**src/rtl/lab5_byte_deser.sv**
```systemverilog
// Serial-to-parallel receive stage for the lab5 decoder: 8N1 async frames in,
// registered byte out with one-cycle valid and framing-error strobes.
module lab5_byte_deser #(
  parameter int CLKS_PER_BIT = 4,
  parameter int HALF_BIT     = CLKS_PER_BIT / 2
) (
  input  logic       clk,
  input  logic       rst,
  input  logic       serial_in,
  output logic [7:0] data_out,
  output logic       data_valid,
  output logic       frame_err,
  output logic       busy
);

  localparam int CYC_W = $clog2(CLKS_PER_BIT);
  localparam logic [CYC_W-1:0] LAST_CYC = CYC_W'(CLKS_PER_BIT - 1);
  localparam logic [CYC_W-1:0] HALF_CYC = CYC_W'(HALF_BIT - 1);

  typedef enum logic [2:0] {
    IDLE,
    START,
    DATA,
    STOP,
    WAIT_IDLE
  } state_t;

  state_t           r_state;
  logic             r_sync1;
  logic             r_sync2;
  logic [CYC_W-1:0] r_cyc;
  logic [2:0]       r_bitIdx;
  logic [7:0]       r_shift;
  logic             w_rx;

  assign w_rx = r_sync2;
  assign busy = (r_state != IDLE);

  // Two-flop synchronizer; idles high so reset never looks like a start bit.
  always_ff @(posedge clk) begin
    if (rst) begin
      r_sync1 <= 1'b1;
      r_sync2 <= 1'b1;
    end else begin
      r_sync1 <= serial_in;
      r_sync2 <= r_sync1;
    end
  end

  always_ff @(posedge clk) begin
    if (rst) begin
      r_state    <= IDLE;
      r_cyc      <= '0;
      r_bitIdx   <= '0;
      r_shift    <= '0;
      data_out   <= 8'h00;
      data_valid <= 1'b0;
      frame_err  <= 1'b0;
    end else begin
      data_valid <= 1'b0;
      frame_err  <= 1'b0;
      case (r_state)
        IDLE: begin
          if (!w_rx) begin
            r_state <= START;
            r_cyc   <= '0;
          end
        end
        // A start bit that is gone by mid-bit is treated as a glitch.
        START: begin
          if (r_cyc == HALF_CYC) begin
            r_cyc <= '0;
            if (!w_rx) begin
              r_state  <= DATA;
              r_bitIdx <= '0;
            end else begin
              r_state <= IDLE;
            end
          end else begin
            r_cyc <= r_cyc + 1'b1;
          end
        end
        DATA: begin
          if (r_cyc == LAST_CYC) begin
            r_cyc             <= '0;
            r_shift[r_bitIdx] <= w_rx;
            if (r_bitIdx == 3'd7) begin
              r_state <= STOP;
            end else begin
              r_bitIdx <= r_bitIdx + 1'b1;
            end
          end else begin
            r_cyc <= r_cyc + 1'b1;
          end
        end
        STOP: begin
          if (r_cyc == LAST_CYC) begin
            r_cyc <= '0;
            if (w_rx) begin
              data_out   <= r_shift;
              data_valid <= 1'b1;
              r_state    <= IDLE;
            end else begin
              frame_err <= 1'b1;
              r_state   <= WAIT_IDLE;
            end
          end else begin
            r_cyc <= r_cyc + 1'b1;
          end
        end
        // A stuck-low line must return high before another frame can start.
        WAIT_IDLE: begin
          if (w_rx) begin
            r_state <= IDLE;
          end
        end
        default: begin
          r_state <= IDLE;
        end
      endcase
    end
  end

endmodule

```
**config.mk**
```make
export PLATFORM = sky130hd
export DESIGN_NAME = lab5_byte_deser
export DESIGN_NICKNAME = d
export VERILOG_FILES = /design/src/rtl/lab5_byte_deser.sv
export SDC_FILE = /design/constraint.sdc
export NUM_CORES = 1
export LEC_CHECK = 0
export CAP_MARGIN = 30
export CORE_MARGIN = 3
export CORE_UTILIZATION = 25
export DETAILED_ROUTE_END_ITERATION = 6
export PLACE_DENSITY = 0.47
export SKIP_LAST_GASP = 1
export SYNTH_ARGS = -nofsm -noshare
export SYNTH_HDL_FRONTEND = slang
export SYNTH_SLANG_ARGS = --single-unit
export TNS_END_PERCENT = 1
```
**constraint.sdc**
```tcl
create_clock -name clk -period 1.7 [get_ports clk]
set_input_delay 0.255 -clock clk [delete_from_list [all_inputs] [get_ports clk]]
set_output_delay 0.255 -clock clk [all_outputs]
set_load 0.01 [all_outputs]
```
==> metrics.md <==
| Metric | Value |
|---|---|
| Clock Tree Buf Depth | `2` |
| Synth Warn # | `0` |
| Worst Setup Start Kind | `flop` |
| Antenna Nets Post-Route | `0` |
| Crit Path Max Fanout | `5` |
| Final Hold Fails | `0` |
| Core ar. | `5205 um2` |
| Layout area overhead | `23.06%` |
| Vias in the first global route | `922` |
| Peak supply drop | `0.3716 mV` |
| Pre-Repair DR Iteration Count | `4` |
| Clk sinks | `28` |
| Total Wirelength | `2.591 mm` |
| Max Cap Viol | `0` |
| Slew headroom | `75.16%` |
| Count of cell types in the netlist | `35` |
| Most common cell in the netlist | `dfxtp_1` |
| Power Dens Cells | `752.0 nW/um2` |
| Post-synth top area share | `40.84%` |
| Top cell type by total area after synthesis | `dfxtp_1` |
| Starting DRC count in detailed routing | `38` |
| FILL cells | `551` |
| CTS tree | `done` |
| Mapped cell area | `1373 um2` |
| DIE WIDTH | `80.10 um` |
| Area contributors post-synth | `dfxtp_1, mux2i_1, nor2_1, ha_1, nor4b_2` |
| HPWL Detailed | `1.928 mm` |
| RSZ-0062 raised after global routing | `yes` |
| Tcrit/Tclk final | `96.92%` |
| Number of flops mapped to enable cells by yosys | `0` |
| Fin util | `32.45%` |
| Leak Pwr | `0.6491 nW` |
| Max Clock Skew | `7.054 ps` |
| Largest net degree at the start of global routing | `17` |
| Worst Path Class, Setup | `reg2out` |
| Crit. End Element | `output pin` |
| Total chip power | `0.001270 W` |
| Initial Util | `26.37%` |
| Htree depth | `1` |
| Site row count | `26` |
| GRT Resource Usage Total | `8.695%` |
| Dpl ws | `17.53 ps` |
| Worst-margin pin slew | `369.8 ps` |
| Commonest cells post-synth | `dfxtp_1, mux2i_1, nor2_1` |
| Max-slew violations | `0` |
| Residual DRC | `0` |
| Share of flip-flops with an asynchronous set or reset | `0%` |
| Final instance area | `1689 um2` |
| Avg WL per Cell | `11.46 um` |
| Register area share after synthesis | `40.84%` |
| Vias/cell | `4.403` |
| Nets | `165` |
| GRT overflow | `0` |
| ANT cells | `0` |
| Final Critical Period | `1648 ps` |
| DR vias | `995` |
| Worst-Skew Late Latency | `280 ps` |
| First-pass GRT wire length | `4.429 mm` |
| Die H | `80.10 um` |
| TritonCTS Buffers | `3` |
| Syn_area_per_cell | `9.735 um2` |
| Number of antenna violations at the first check in global routing | `0` |
| Highest Clock Rate | `0.6069 GHz` |
| Status | `finished clean` |
| CP required | `1440 ps` |
| Synth Flop Type | `dfxtp_1` |
| Port bufs | `13` |
| Clock-pin transition on the worst setup and hold timing paths | `100 ps` |
| Placed instance area | `1605 um2` |
| Post-route worst setup slack | `52.32 ps` |
| Top-level port count | `14` |
| Synthesized instance count | `141` |
| Hold/Removal Path Class | `reg2reg` |
| Clock root buffer | `clkbuf_8` |
| Layout Cells excl Fill | `226` |
| Critical Path AT | `1390 ps` |
| Die ar. | `6415 um2` |
| Setup violators final | `0` |
| Fraction of layout cells with a size suffix above 1 | `18.59%` |
| Syn_nets | `149` |
| Placed Instances | `222` |
| Routability Congestion | `0.6923` |
| Synth Register Bits | `28` |
-- kinds of logic (layout without fill, tap and decap cells) --
group,Yosys count,after routing,share of synthesized area (%)
simple gates,61,61,28.62
flops,28,28,40.84
mux,21,21,15.41
buf+inv,14,29,4.375
compound gates,11,11,5.560
fa+ha+maj,5,5,4.558
xor+xnor,1,1,0.6382
-- per-stage QoR --
step / TNS, ps / hold WS (ps)
finish: 0 / 421.8
floorplan: 0 / 358.8
detailed placement: 0 / 400.8
global route: -32.72 / 444.7
CTS: 0 / 425.1
global placement: 0 / 397.7
-- final timing paths --
path | slack, ps | from | cells after the start | to
setup reg to reg | 110 | r_cyc[1] | 6 | r_state[1]
hold reg to reg | 420 | r_sync1 | 1 | r_sync2
hold / removal | 420 | r_sync1 | 1 | r_sync2
setup / recovery | 50 | r_state[2] | 3 | busy
-- critical path, stage by stage, from the launching register on --
cell and delay [ps]:
dfxtp_1 410, inv_1 120, nand2_1 70, clkdlybuf4s50_1 520
-- cell type report --
type	instances	area, um2	area share [%]
Clock buffer	3	41.29	2.444
Clock inverter	1	30.03	1.778
Inverter	4	15.01	0.8889
Multi-Input combinational cell	99	757.0	44.81
Sequential cell	28	568.0	33.63
Tap cell	70	87.58	5.185
Timing Repair Buffer	21	190.2	11.26
-- timing repair --
action | CTS | global route
gates resized for setup | 5 | 1
buffers inserted | 0 | 0
endpoints found under the setup margin | 2 | 3
hold buffers | 0 | 0
-- flip-flops by register name, indices dropped and copies added, names as in the netlist --
signal,cells
data_out,8
r_sync1,1
r_state,3
r_shift,8
data_valid,1
r_cyc,2
r_sync2,1
r_bitIdx,3
frame_err,1
-- power by group --
part | internal (W) | total, W | leakage [nW] | switching (W)
sequential | 0.000662 | 0.000674 | 0.228 | 0.0000123
combinational | 0.0000373 | 0.0000739 | 0.386 | 0.0000366
clock | 0.000315 | 0.000523 | 0.0357 | 0.000207
-- cells in the final DEF (no fill, tap or decap), drive strengths merged, types with 5 or more instances in the layout --
cell and count:
buf 8, mux2i 20, nand2 10, dfxtp 28
nor2 21, clkdlybuf4s50 13, ha 5, nor3 5
-- routing by layer --
metal  wire length (um)  vias to the layer above  track usage (%)
li1                   -                      516                -
met1               1316                      460            11.60
met2               1157                       14            13.66
met3                 80                        5            2.018
met4                 36                        0            3.041
met5                  0                        -                0
Power figures use the tool's default switching activity.
